===== config.mk =====
export PLATFORM = sky130hd
export DESIGN_NAME = pipe_ctrl_flat
export DESIGN_NICKNAME = d
export VERILOG_FILES = /design/src/rtl/pipe_ctrl_pkg.sv /design/src/rtl/pipe_ctrl_if.sv /design/src/rtl/pipe_ctrl_hazard_detect.sv /design/src/rtl/pipe_ctrl.sv /design/src/flat_wrapper.sv
export SDC_FILE = /design/constraint.sdc
export NUM_CORES = 1
export LEC_CHECK = 0
export CELL_PAD_IN_SITES_DETAIL_PLACEMENT = 2
export CELL_PAD_IN_SITES_GLOBAL_PLACEMENT = 2
export CORE_ASPECT_RATIO = 0.6
export CORE_MARGIN = 8
export CORE_UTILIZATION = 27
export DETAILED_ROUTE_END_ITERATION = 10
export MAX_ROUTING_LAYER = met4
export PLACE_DENSITY_LB_ADDON = 0.1
export SYNTH_ARGS = -nofsm -noshare
export SYNTH_HDL_FRONTEND = slang
export SYNTH_SLANG_ARGS = --single-unit

===== constraint.sdc =====
create_clock -name clk_i -period 5.2 [get_ports clk_i]
set_input_delay 1.04 -clock clk_i [delete_from_list [all_inputs] [get_ports clk_i]]
set_output_delay 1.04 -clock clk_i [all_outputs]
set_load 0.01 [all_outputs]

===== src/rtl/pipe_ctrl_pkg.sv =====
// pipe_ctrl_pkg: shared types and widths for the pipeline controller
package pipe_ctrl_pkg;
    typedef enum logic {RUN, MWAIT} state_e;
    localparam int CNT_W  = 32;
    localparam int WAIT_W = 8;
endpackage


===== src/rtl/pipe_ctrl_if.sv =====
// pipe_ctrl_if: hazard inputs and stage enables/flushes between pipeline and controller
interface pipe_ctrl_if;
    logic [4:0]  id_rs1_addr_i, id_rs2_addr_i;
    logic        id_rs1_used_i, id_rs2_used_i;
    logic [4:0]  ex_rd_addr_i;
    logic        ex_is_load_i, ex_rd_wren_i, ex_mispredict_i;
    logic        mem_req_i, mem_ack_i;
    logic        pc_en_o, if_id_en_o, id_ex_en_o, ex_mem_en_o, mem_wb_en_o;
    logic        if_id_flush_o, id_ex_flush_o, ex_mem_flush_o;
    logic        mem_err_o;
    logic [31:0] stall_cnt_o, flush_cnt_o;
    modport master (
        output id_rs1_addr_i, id_rs2_addr_i, id_rs1_used_i, id_rs2_used_i,
               ex_rd_addr_i, ex_is_load_i, ex_rd_wren_i, ex_mispredict_i, mem_req_i, mem_ack_i,
        input  pc_en_o, if_id_en_o, id_ex_en_o, ex_mem_en_o, mem_wb_en_o,
               if_id_flush_o, id_ex_flush_o, ex_mem_flush_o, mem_err_o, stall_cnt_o, flush_cnt_o
    );
    modport slave (
        input  id_rs1_addr_i, id_rs2_addr_i, id_rs1_used_i, id_rs2_used_i,
               ex_rd_addr_i, ex_is_load_i, ex_rd_wren_i, ex_mispredict_i, mem_req_i, mem_ack_i,
        output pc_en_o, if_id_en_o, id_ex_en_o, ex_mem_en_o, mem_wb_en_o,
               if_id_flush_o, id_ex_flush_o, ex_mem_flush_o, mem_err_o, stall_cnt_o, flush_cnt_o
    );
endinterface


===== src/rtl/pipe_ctrl_hazard_detect.sv =====
// hazard_detect: load-use compare between the load in EX and the sources read in ID
module hazard_detect (
    input  logic [4:0] rs1_addr_i,
    input  logic [4:0] rs2_addr_i,
    input  logic       rs1_used_i,
    input  logic       rs2_used_i,
    input  logic [4:0] rd_addr_i,
    input  logic       is_load_i,
    input  logic       rd_wren_i,
    output logic       hazard_o
);
    assign hazard_o = is_load_i & rd_wren_i & (rd_addr_i != 5'd0) &
                      ((rs1_used_i & (rs1_addr_i == rd_addr_i)) | (rs2_used_i & (rs2_addr_i == rd_addr_i)));
endmodule


===== src/rtl/pipe_ctrl.sv =====
// pipe_ctrl: stall/flush/freeze control for a 5-stage pipeline with data-memory timeout
module pipe_ctrl
    import pipe_ctrl_pkg::*;
#(
    parameter int MEM_TIMEOUT = 16
) (
    input logic        clk_i,
    input logic        rst_i,
    pipe_ctrl_if.slave p
);
    state_e             state_q, state_d;
    logic [WAIT_W-1:0]  wait_cnt_q, wait_cnt_d;
    logic [CNT_W-1:0]   stall_cnt_q, stall_cnt_d, flush_cnt_q, flush_cnt_d;
    logic               hazard, in_wait, timeout, freeze, mispred, load_use;
    logic [4:0]         en;
    logic [2:0]         fl;

    hazard_detect u_hazard (
        .rs1_addr_i (p.id_rs1_addr_i),
        .rs2_addr_i (p.id_rs2_addr_i),
        .rs1_used_i (p.id_rs1_used_i),
        .rs2_used_i (p.id_rs2_used_i),
        .rd_addr_i  (p.ex_rd_addr_i),
        .is_load_i  (p.ex_is_load_i),
        .rd_wren_i  (p.ex_rd_wren_i),
        .hazard_o   (hazard)
    );

    // A mispredict arriving while frozen stays in the held EX stage and is seen on release
    always_comb begin
        in_wait     = state_q == MWAIT;
        timeout     = in_wait & ~p.mem_ack_i & (wait_cnt_q == WAIT_W'(MEM_TIMEOUT - 1));
        freeze      = ~p.mem_ack_i & (in_wait ? ~timeout : p.mem_req_i);
        mispred     = ~freeze & ~timeout & p.ex_mispredict_i;
        load_use    = ~freeze & ~timeout & ~p.ex_mispredict_i & hazard;
        en          = rst_i ? 5'b00000 : {{2{~freeze & ~load_use}}, {3{~freeze}}};
        fl          = rst_i ? 3'b111 : {mispred, mispred | load_use, timeout};
        state_d     = freeze ? MWAIT : RUN;
        wait_cnt_d  = freeze ? (in_wait ? wait_cnt_q + WAIT_W'(1) : WAIT_W'(1)) : '0;
        stall_cnt_d = stall_cnt_q + {{(CNT_W-1){1'b0}}, ~en[4] & ~&stall_cnt_q};
        flush_cnt_d = flush_cnt_q + {{(CNT_W-1){1'b0}}, (fl[2] | fl[1]) & ~&flush_cnt_q};
    end

    always_ff @(posedge clk_i) begin
        if (rst_i) begin
            state_q     <= RUN;
            wait_cnt_q  <= '0;
            stall_cnt_q <= '0;
            flush_cnt_q <= '0;
        end else begin
            state_q     <= state_d;
            wait_cnt_q  <= wait_cnt_d;
            stall_cnt_q <= stall_cnt_d;
            flush_cnt_q <= flush_cnt_d;
        end
    end

    assign {p.pc_en_o, p.if_id_en_o, p.id_ex_en_o, p.ex_mem_en_o, p.mem_wb_en_o} = en;
    assign {p.if_id_flush_o, p.id_ex_flush_o, p.ex_mem_flush_o} = fl;
    assign p.mem_err_o   = ~rst_i & timeout;
    assign p.stall_cnt_o = stall_cnt_q;
    assign p.flush_cnt_o = flush_cnt_q;
endmodule


===== src/flat_wrapper.sv =====
// flat-port wrapper written by rule: the top's interface ports become plain ports
module pipe_ctrl_flat import pipe_ctrl_pkg::*;
#(
    parameter int MEM_TIMEOUT = 16
)
  (clk_i, rst_i, p_id_rs1_addr_i, p_id_rs2_addr_i, p_id_rs1_used_i, p_id_rs2_used_i, p_ex_rd_addr_i, p_ex_is_load_i, p_ex_rd_wren_i, p_ex_mispredict_i, p_mem_req_i, p_mem_ack_i, p_pc_en_o, p_if_id_en_o, p_id_ex_en_o, p_ex_mem_en_o, p_mem_wb_en_o, p_if_id_flush_o, p_id_ex_flush_o, p_ex_mem_flush_o, p_mem_err_o, p_stall_cnt_o, p_flush_cnt_o);
  pipe_ctrl_if p_i ();
  input logic clk_i;
  input logic rst_i;
  input wire logic [$bits(p_i.id_rs1_addr_i)-1:0] p_id_rs1_addr_i;
  input wire logic [$bits(p_i.id_rs2_addr_i)-1:0] p_id_rs2_addr_i;
  input wire logic [$bits(p_i.id_rs1_used_i)-1:0] p_id_rs1_used_i;
  input wire logic [$bits(p_i.id_rs2_used_i)-1:0] p_id_rs2_used_i;
  input wire logic [$bits(p_i.ex_rd_addr_i)-1:0] p_ex_rd_addr_i;
  input wire logic [$bits(p_i.ex_is_load_i)-1:0] p_ex_is_load_i;
  input wire logic [$bits(p_i.ex_rd_wren_i)-1:0] p_ex_rd_wren_i;
  input wire logic [$bits(p_i.ex_mispredict_i)-1:0] p_ex_mispredict_i;
  input wire logic [$bits(p_i.mem_req_i)-1:0] p_mem_req_i;
  input wire logic [$bits(p_i.mem_ack_i)-1:0] p_mem_ack_i;
  output wire logic [$bits(p_i.pc_en_o)-1:0] p_pc_en_o;
  output wire logic [$bits(p_i.if_id_en_o)-1:0] p_if_id_en_o;
  output wire logic [$bits(p_i.id_ex_en_o)-1:0] p_id_ex_en_o;
  output wire logic [$bits(p_i.ex_mem_en_o)-1:0] p_ex_mem_en_o;
  output wire logic [$bits(p_i.mem_wb_en_o)-1:0] p_mem_wb_en_o;
  output wire logic [$bits(p_i.if_id_flush_o)-1:0] p_if_id_flush_o;
  output wire logic [$bits(p_i.id_ex_flush_o)-1:0] p_id_ex_flush_o;
  output wire logic [$bits(p_i.ex_mem_flush_o)-1:0] p_ex_mem_flush_o;
  output wire logic [$bits(p_i.mem_err_o)-1:0] p_mem_err_o;
  output wire logic [$bits(p_i.stall_cnt_o)-1:0] p_stall_cnt_o;
  output wire logic [$bits(p_i.flush_cnt_o)-1:0] p_flush_cnt_o;
  assign p_i.id_rs1_addr_i = p_id_rs1_addr_i;
  assign p_i.id_rs2_addr_i = p_id_rs2_addr_i;
  assign p_i.id_rs1_used_i = p_id_rs1_used_i;
  assign p_i.id_rs2_used_i = p_id_rs2_used_i;
  assign p_i.ex_rd_addr_i = p_ex_rd_addr_i;
  assign p_i.ex_is_load_i = p_ex_is_load_i;
  assign p_i.ex_rd_wren_i = p_ex_rd_wren_i;
  assign p_i.ex_mispredict_i = p_ex_mispredict_i;
  assign p_i.mem_req_i = p_mem_req_i;
  assign p_i.mem_ack_i = p_mem_ack_i;
  assign p_pc_en_o = p_i.pc_en_o;
  assign p_if_id_en_o = p_i.if_id_en_o;
  assign p_id_ex_en_o = p_i.id_ex_en_o;
  assign p_ex_mem_en_o = p_i.ex_mem_en_o;
  assign p_mem_wb_en_o = p_i.mem_wb_en_o;
  assign p_if_id_flush_o = p_i.if_id_flush_o;
  assign p_id_ex_flush_o = p_i.id_ex_flush_o;
  assign p_ex_mem_flush_o = p_i.ex_mem_flush_o;
  assign p_mem_err_o = p_i.mem_err_o;
  assign p_stall_cnt_o = p_i.stall_cnt_o;
  assign p_flush_cnt_o = p_i.flush_cnt_o;
  pipe_ctrl #(.MEM_TIMEOUT(MEM_TIMEOUT)) u_core (.clk_i(clk_i), .rst_i(rst_i), .p(p_i));
endmodule

==> results.cfg, run 1 <==
[timing]
skew_ns = 0.00651
rsz0062_at_grt = no
finalHoldWorstSlack_ns = 0.533
finalSetupTns_ns = 0
clock.fmax_ghz = 0.216
drv_slew = 0
setup_viol = 0
tightest_slew_ns = 0.642
final-hold-violation-count = 0
period_needed_ns = 4.63
timing.final.crit_share_pct = 89.1
relSlewSlack_pct = 57.2

[drt]
vias_per_cell = 4.81
drt-wirelength-per-cell_um = 17.1
drcViolationCount = 0
drt-initial-drc-count = 124
wl_um = 11400
firstDrtPassIters = 4
num_vias = 3201
detail-route-antenna-nets = 0

[cts]
h-tree-depth = 3
cts_tree = done
cts.reportedPaths.clkPinSlew_ns = 0.06
clk_latency_ns = 0.33
clock_sinks = 73
ctsHoldBuffers = 0
clockRootBuffer = clkbuf_16
cts_buffers = 9
cts_resized = 0
post_cts.repair.setup_buffers = 0
clockBufferDepth = 2

[placed_design]
dp_hpwl_um = 8460
io_buffers = 96
finalWeightedCongestion = 0.777

[finish]
drive_gt1_share_pct = 5.65
final_net_count = 520
n_fill_cell = 1441
antenna_cells = 0
area_growth_pct = 40.7

[synthesis]
syn_inst = 399
synthesis.nets = 428
avgSynthCellArea_um2 = 8.63
yosys_register_bits = 73
syn-cell-area_um2 = 3440
ys.warnings.count = 0
synth_cell_types = 41
ys_seq_area_share_pct = 42.5

[global_routing]
track_usage_pct = 14.3
overflow = 0
grt_pass1_wl_um = 18500
grt_pass1_vias = 3476
antenna_found_initial = 0
grt_max_degree = 36

[worst_setup_path]
worstPathCellList = clkdlybuf4s50_1, or4_1, nor2_1, nor4_1, a221oi_1, clkdlybuf4s50_1
path_common_cell = clkdlybuf4s50_1
crit_path_start_kind = input pin
path_max_fanout = 3
required_ns = 4.16
crit_arrival_ns = 3.59
crit_path_end_kind = output port
max_stage_delay_ns = 0.68
criticalPathCategory = input pin to output port
cp_slowest_cell = clkdlybuf4s50_1

[floorplanning]
initial_utilization_pct = 27.2
die_w_um = 162
die-height_um = 103
ios = 97
core_area_um2 = 12700
die-area_um2 = 16700
rows = 32

[power]
power_leakage_nw = 1.66
vdd_drop_max_mv = 0.130
power_density_nw_per_um2 = 267

[job]
max_cap_violations = 0

[run_status]
outcome = completed

[hold_path]
hold_path.class = flop to flop
kinds of logic after synthesis:
kind of cell | after synthesis | synth area share [%]
AO/OA/AOI/OAI | 21 | 3.82
XOR/XNOR | 70 | 17.8
adder cells (fa/ha/maj) | 5 | 1.82
buffers and inverters | 26 | 3.74
flip-flops | 73 | 42.5
multiplexers | 1 | 0.291
AND/OR/NAND/NOR | 203 | 30.1
registers in the layout (all words and copies together) (netlist names):
signal / cells
u_core.in_wait: 1
u_core.p.stall_cnt_o: 32
u_core.p.flush_cnt_o: 32
u_core.wait_cnt_q: 8
metrics by stage:
step | instance area, um^2 | worst slack, ns | std cells | power [W] | utilization (%)
floorplan | 3440 | 1.58 | 399 | 0.000622 | -
global placement | 4540 | 0.589 | 650 | 0.000668 | 35.9
detailed placement | 4540 | 0.542 | 650 | 0.000671 | 35.9
CTS | 4840 | 0.527 | 666 | 0.00132 | 38.3
global route | 4840 | 0.408 | 666 | 0.00135 | 38.3
finish | 4840 | 0.566 | 666 | 0.00129 | 38.3
area by class of cell:
| class | instances | area, um^2 | share of cell area (%) |
|---|---|---|---|
| sequential | 73 | 1460 | 30.2 |
| timing repair buffer | 100 | 986 | 20.4 |
| tap | 170 | 213 | 4.39 |
| clock buffer | 10 | 239 | 4.93 |
| inverter | 7 | 26.3 | 0.542 |
| clock inverter | 6 | 66.3 | 1.37 |
| multi-input combinational | 300 | 1850 | 38.2 |
metal layers:
| layer | vias to the layer above | GRT usage, % | routed length, um |
|---|---|---|---|
| met3 | 7 | 3.95 | 514 |
| met5 | - | - | 0 |
| met4 | 0 | 2.97 | 70 |
| met1 | 1580 | 18.8 | 5950 |
| li1 | 1542 | - | - |
| met2 | 72 | 21.9 | 4840 |
cells in the final DEF, fill, tap and decap left out, drive strengths merged, types with 2 or more instances in the layout:
master	n
or3	5
and4	10
buf	5
clkinv	4
nor4	9
and2	4
clkbuf	10
clkdlybuf4s50	95
a21oi	7
nor3	9
o21ai	5
nand4	21
nor2b	5
o21bai	2
xnor2	35
dfxtp	73
nand2	23
inv	8
and3	13
nor2	73
ha	5
nand3	27
xor2	35
synthesized netlist by cell type, drive strengths merged:
cell type / count / area share, %
a2111oi: 1 / 0.25
a21boi: 1 / 0.22
a21o: 1 / 0.22
a21oi: 7 / 1.0
a221oi: 1 / 0.25
a31o: 1 / 0.25
a41oi: 1 / 0.25
and2: 4 / 0.73
and3: 13 / 2.6
and3b: 1 / 0.25
and4: 10 / 2.7
buf: 10 / 2.0
clkbuf: 9 / 1.0
dfxtp: 73 / 42
ha: 5 / 1.8
inv: 7 / 0.76
mux2i: 1 / 0.29
nand2: 23 / 2.5
nand2b: 1 / 0.18
nand3: 27 / 3.9
nand4: 21 / 4.0
nor2: 73 / 8.0
nor2b: 5 / 0.91
nor3: 9 / 1.3
nor4: 9 / 1.6
o21ai: 5 / 0.73
o21bai: 2 / 0.44
o22ai: 1 / 0.18
or3: 5 / 0.91
or3b: 1 / 0.25
or4: 1 / 0.22
xnor2: 35 / 8.9
xor2: 35 / 8.9
critical path: cells and delay by family:
kind	cells	cell delay, ns
simple gates	3	0.80
compound gates	1	0.60
buf+inv	2	1.16
power breakdown:
group / switching, W / internal (W) / total [W] / leakage, nW
combinational: 0.0000382 / 0.0000457 / 0.0000839 / 0.915
sequential: 0.00000838 / 0.000565 / 0.000573 / 0.589
clock: 0.000250 / 0.000386 / 0.000637 / 0.153
worst paths after layout:
kind | start | end | slack (ns) | cells after the start
setup reg to reg | u_core.wait_cnt_q[0] | u_core.p.stall_cnt_o[28] | 1.77 | 13
hold reg to reg | u_core.p.stall_cnt_o[26] | u_core.p.stall_cnt_o[26] | 0.53 | 2
setup / recovery | p_ex_rd_addr_i[1] | p_pc_en_o | 0.57 | 6
hold / removal | u_core.p.stall_cnt_o[26] | u_core.p.stall_cnt_o[26] | 0.53 | 2
(Power assumes the default switching activity.)
==> run 2, diff against run 1 <==
--- a/config.mk
+++ b/config.mk
@@ -11,6 +11,7 @@
 export CORE_MARGIN = 8
 export CORE_UTILIZATION = 27
 export DETAILED_ROUTE_END_ITERATION = 10
+export GPL_TIMING_DRIVEN = 0
 export MAX_ROUTING_LAYER = met4
 export PLACE_DENSITY_LB_ADDON = 0.1
 export SYNTH_ARGS = -nofsm -noshare
==> run 2 against run 1 <==
Non-clock buffer count is 14 higher. Maximum frequency is 3.8% lower. Global-route usage increased by 0.47 points. Sequential cell count stayed put. Critical endpoint unchanged.
==> results.cfg, run 2 (synthesized netlist as in run 1, its figures left out) <==
[drt]
num_vias = 3218
wl_um = 11600
detail-route-antenna-nets = 0
vias_per_cell = 4.73
drt-wirelength-per-cell_um = 17.1
firstDrtPassIters = 4
drcViolationCount = 0
drt-initial-drc-count = 104

[finish]
final_common_cell = clkdlybuf4s50_1
stdcell_area_um2 = 4960
final_cell_mix = clkdlybuf4s50_1 (95), nor2_1 (73), dfxtp_1 (73)
drive_gt1_share_pct = 6.08
n_fill_cell = 1455
area_growth_pct = 44.2
antenna_cells = 0
final_net_count = 534

[hold_path]
hold_path.class = flop to flop

[cts]
cts_resized = 0
cts_buffers = 9
ctsHoldBuffers = 0
clockBufferDepth = 2
clockRootBuffer = clkbuf_16
cts.reportedPaths.clkPinSlew_ns = 0.06
clock_sinks = 73
post_cts.repair.setup_buffers = 0
h-tree-depth = 3
clk_latency_ns = 0.33
cts_tree = done

[timing]
drv_slew = 0
period_needed_ns = 4.82
tightest_slew_ns = 0.798
relSlewSlack_pct = 46.8
finalSetupTns_ns = 0
clock.fmax_ghz = 0.208
rsz0062_at_grt = no
timing.final.crit_share_pct = 92.7
setup_viol = 0
skew_ns = 0.00961
final-hold-violation-count = 0

[floorplanning]
die-height_um = 103
die-area_um2 = 16700
core_area_um2 = 12700
die_w_um = 162
ios = 97
rows = 32
initial_utilization_pct = 27.2

[worst_setup_path]
cp_slowest_cell = a221oi_1
crit_end = p_pc_en_o
cp-startpoint = p_ex_rd_addr_i[1]
crit_path_start_kind = input pin
max_stage_delay_ns = 0.72
timing.rr.start = u_core.in_wait
worstPathCellList = clkdlybuf4s50_1, or4_1, nor2_1, nor4_1, a221oi_1, buf_4, clkdlybuf4s50_1
crit_arrival_ns = 3.78
criticalPathCategory = input pin to output port
crit_path_end_kind = output port
required_ns = 4.16
path_max_fanout = 3
path_common_cell = clkdlybuf4s50_1
r2r-end = u_core.p.stall_cnt_o[26]
r2r_cells = 13
rrSetupSlack_ns = 1.38

[global_routing]
antenna_found_initial = 0
grt_pass1_vias = 3529
grt_max_degree = 13
track_usage_pct = 14.8
overflow = 0
grt_pass1_wl_um = 19300

[power]
power_w = 0.00141
power_density_nw_per_um2 = 285
vdd_drop_max_mv = 0.131
power_leakage_nw = 1.71

[run_status]
outcome = completed

[placed_design]
dp_hpwl_um = 8770
io_buffers = 95
place_area_um2 = 4610
finalWeightedCongestion = 0.727

[job]
max_cap_violations = 0
-- run 2: worst min-delay path by stage --
stage | end | cells past startpoint | start | slack, ns
floorplan | u_core.wait_cnt_q[7] | 2 | u_core.wait_cnt_q[7] | 0.48
global placement | u_core.p.stall_cnt_o[31] | 2 | u_core.p.stall_cnt_o[31] | 0.49
detailed placement | u_core.p.stall_cnt_o[31] | 2 | u_core.p.stall_cnt_o[31] | 0.51
CTS | u_core.p.stall_cnt_o[31] | 2 | u_core.p.stall_cnt_o[31] | 0.52
global route | u_core.p.stall_cnt_o[31] | 2 | u_core.p.stall_cnt_o[31] | 0.57
finish | u_core.p.stall_cnt_o[31] | 2 | u_core.p.stall_cnt_o[31] | 0.53
-- run 2: metal layers --
layer	track usage, %	vias to the layer above	wire (um)
li1	-	1569	-
met1	20.5	1573	6180
met2	21.4	69	4860
met3	3.83	7	508
met4	2.76	0	70
met5	-	-	0
-- run 2: final cells by class --
class                           instances  area, um^2  share of cell area, %
Buffer                                 19         103                   2.07
Clock buffer                           10         229                   4.61
Clock inverter                          6         130                   2.62
Inverter                                7        26.3                  0.529
Multi-Input combinational cell        300        1850                   37.3
Sequential cell                        73        1460                   29.4
Tap cell                              170         213                   4.28
Timing Repair Buffer                   95         951                   19.2
-- run 2: per-stage QoR --
| step | setup WS [ns] | hold WS (ns) | utilization, % | instances |
|---|---|---|---|---|
| after floorplan | 1.58 | 0.485 | - | 399 |
| after CTS | 0.356 | 0.523 | 39.2 | 680 |
| after detailed placement | 0.171 | 0.513 | 36.4 | 664 |
| final | 0.381 | 0.525 | 39.2 | 680 |
| after global routing | 0.157 | 0.572 | 39.2 | 680 |
| after global placement | 0.235 | 0.492 | 36.4 | 664 |
-- run 2: worst max-delay path: cells and delay by family --
family | cells | cell delay [ns]
buf+inv | 3 | 1.26
simple gates | 3 | 0.76
compound gates | 1 | 0.72
-- run 2: where the power goes --
group | internal (W) | switching [W] | leakage [nW]
clock | 0.000516 | 0.000238 | 0.176
combinational | 0.0000482 | 0.0000395 | 0.948
sequential | 0.000565 | 0.00000815 | 0.589
==> run 3, diff against run 2 <==
--- a/config.mk
+++ b/config.mk
@@ -13,7 +13,7 @@
 export DETAILED_ROUTE_END_ITERATION = 10
 export GPL_TIMING_DRIVEN = 0
 export MAX_ROUTING_LAYER = met4
-export PLACE_DENSITY_LB_ADDON = 0.1
+export PLACE_DENSITY = 0.76
 export SYNTH_ARGS = -nofsm -noshare
 export SYNTH_HDL_FRONTEND = slang
 export SYNTH_SLANG_ARGS = --single-unit
==> constraint.sdc (replaced) <==
create_clock -name clk_i -period 5.9 [get_ports clk_i]
set_input_delay 1.18 -clock clk_i [delete_from_list [all_inputs] [get_ports clk_i]]
set_output_delay 1.18 -clock clk_i [all_outputs]
set_load 0.01 [all_outputs]
==> run 3 against run 2 <==
Sequential share of layout area rose by 0.52 points. Sequential cell count did not move. Global-route usage about the same. Worst setup slack improved by 0.46 ns. Non-clock buffer count unchanged. Critical path type unchanged. Largest cell class unchanged. Largest power group unchanged. Highest routed layer unchanged.
==> results.cfg, run 3 (synthesized netlist as in run 1, its figures left out) <==
[run_status]
outcome = completed

[power]
power_density_nw_per_um2 = 223
p_sw_share_pct = 24.4
pwr-share-clk_pct = 46.5
vdd_drop_max_mv = 0.138
power_leakage_nw = 1.67
p_switching_w = 0.000265
combinationalPowerShare_pct = 7.2
internal_power_w = 0.000824
p_seq_share_pct = 46.4

[timing]
timing.final.crit_share_pct = 85.7
skew_ns = 0.00941
relSlewSlack_pct = 47.4
setup_ws_ns = 0.841
rsz0062_at_grt = no
drv_slew = 0
clock.fmax_ghz = 0.198
period_needed_ns = 5.06
setup_viol = 0
tightest_slew_ns = 0.789
finalSetupTns_ns = 0
final-hold-violation-count = 0

[finish]
n_fill_cell = 1460
final_net_count = 534
drive_gt1_share_pct = 6.27
antenna_cells = 0
area_growth_pct = 41.7
final_cell_mix = clkdlybuf4s50_1 (95), nor2_1 (73), dfxtp_1 (73)
final_common_cell = clkdlybuf4s50_1

[worst_setup_path]
criticalPathCategory = input pin to output port
timing.rr.start = u_core.in_wait
cp-startpoint = p_ex_rd_addr_i[1]
crit_path_end_kind = output port
crit_arrival_ns = 3.88
path_max_fanout = 3
required_ns = 4.72
crit_path_start_kind = input pin

[cts]
cts_resized = 0
clk_latency_ns = 0.34
cts_buffers = 9
post_cts.repair.setup_buffers = 0
clock_sinks = 73
clockBufferDepth = 2
ctsHoldBuffers = 0
cts_tree = done
h-tree-depth = 3
clockRootBuffer = clkbuf_16
cts.reportedPaths.clkPinSlew_ns = 0.06

[floorplanning]
initial_utilization_pct = 27.2
die-height_um = 103
core_area_um2 = 12700
rows = 32
die_w_um = 162
die-area_um2 = 16700
ios = 97

[drt]
firstDrtPassIters = 4
detail-route-antenna-nets = 0
drcViolationCount = 0
drt-initial-drc-count = 78
vias_per_cell = 4.84
wl_um = 11800
drt-wirelength-per-cell_um = 17.4
num_vias = 3292

[hold_path]
min_from = u_core.p.stall_cnt_o[30]
hold_path.class = flop to flop

[global_routing]
met2_usage_pct = 23.6
grt_max_degree = 14
antenna_found_initial = 0
grt_busiest_layer = met2
grt_pass1_wl_um = 19200
overflow = 0
grt_pass1_vias = 3606
grt_util_met1_pct = 18.8
track_usage_pct = 14.8
grt_use_met3_pct = 3.16

[placed_design]
io_buffers = 95
post-place-ws_ns = 0.661
dp_hpwl_um = 9070
finalWeightedCongestion = 0.737

[job]
max_cap_violations = 0
-- run 3: cell count changes in the layout (fill, tap and decap cells not counted), sizes merged --
cell | previous run | this run
clkbuf | 19 | 18
clkinv | 2 | 5
bufinv | 4 | 0
clkinvlp | 0 | 2
-- run 3: worst max-delay path, cell delays in order --
cell and delay, ns:
clkdlybuf4s50_1 0.47, or4_1 0.54, nor2_1 0.12, nor4_1 0.08, a221oi_1 0.71, buf_4 0.24, clkdlybuf4s50_1 0.53
-- run 3: through the flow --
step	instance area, um^2	hold slack [ns]	total power, W	std cells	util, %
2_1_floorplan	3440	0.485	0.000549	399	-
3_3_place_gp	4610	0.489	0.000593	664	36.4
3_5_place_dp	4610	0.513	0.000596	664	36.4
4_1_cts	4880	0.522	0.00111	680	38.6
5_1_grt	4880	0.564	0.00113	680	38.6
6_report	4880	0.519	0.00109	680	38.6
-- run 3: final timing paths --
| check | to | cells after the start | slack [ns] |
|---|---|---|---|
| max | p_pc_en_o | 7 | 0.84 |
| min | u_core.p.stall_cnt_o[30] | 2 | 0.52 |
| max reg2reg | u_core.p.stall_cnt_o[26] | 13 | 2.06 |
| min reg2reg | u_core.p.stall_cnt_o[30] | 2 | 0.52 |
-- run 3: area by class of cell --
cell class | instances | area [um^2] | area share [%]
sequential | 73 | 1460 | 30.0
multi-input combinational | 300 | 1850 | 38.0
clock inverter | 7 | 47.5 | 0.975
buffer | 19 | 103 | 2.10
timing repair buffer | 95 | 951 | 19.5
clock buffer | 9 | 225 | 4.62
tap | 170 | 213 | 4.36
inverter | 7 | 26.3 | 0.539
-- run 3: power by group through the flow --
| stage | combinational, W | clock, W | sequential (W) |
|---|---|---|---|
| final | 0.0000782 | 0.000506 | 0.000505 |
| after global routing | 0.0000857 | 0.000542 | 0.000506 |
| after CTS | 0.0000801 | 0.000521 | 0.000505 |
| after detailed placement | 0.0000795 | 0 | 0.000516 |
| after global placement | 0.0000767 | 0 | 0.000516 |
| after floorplan | 0.0000327 | 0 | 0.000516 |
-- run 3: layer usage --
metal	wire length (um)	up-vias
met5	0	-
met4	130	0
met3	451	10
met2	5360	66
met1	5890	1642
li1	-	1574
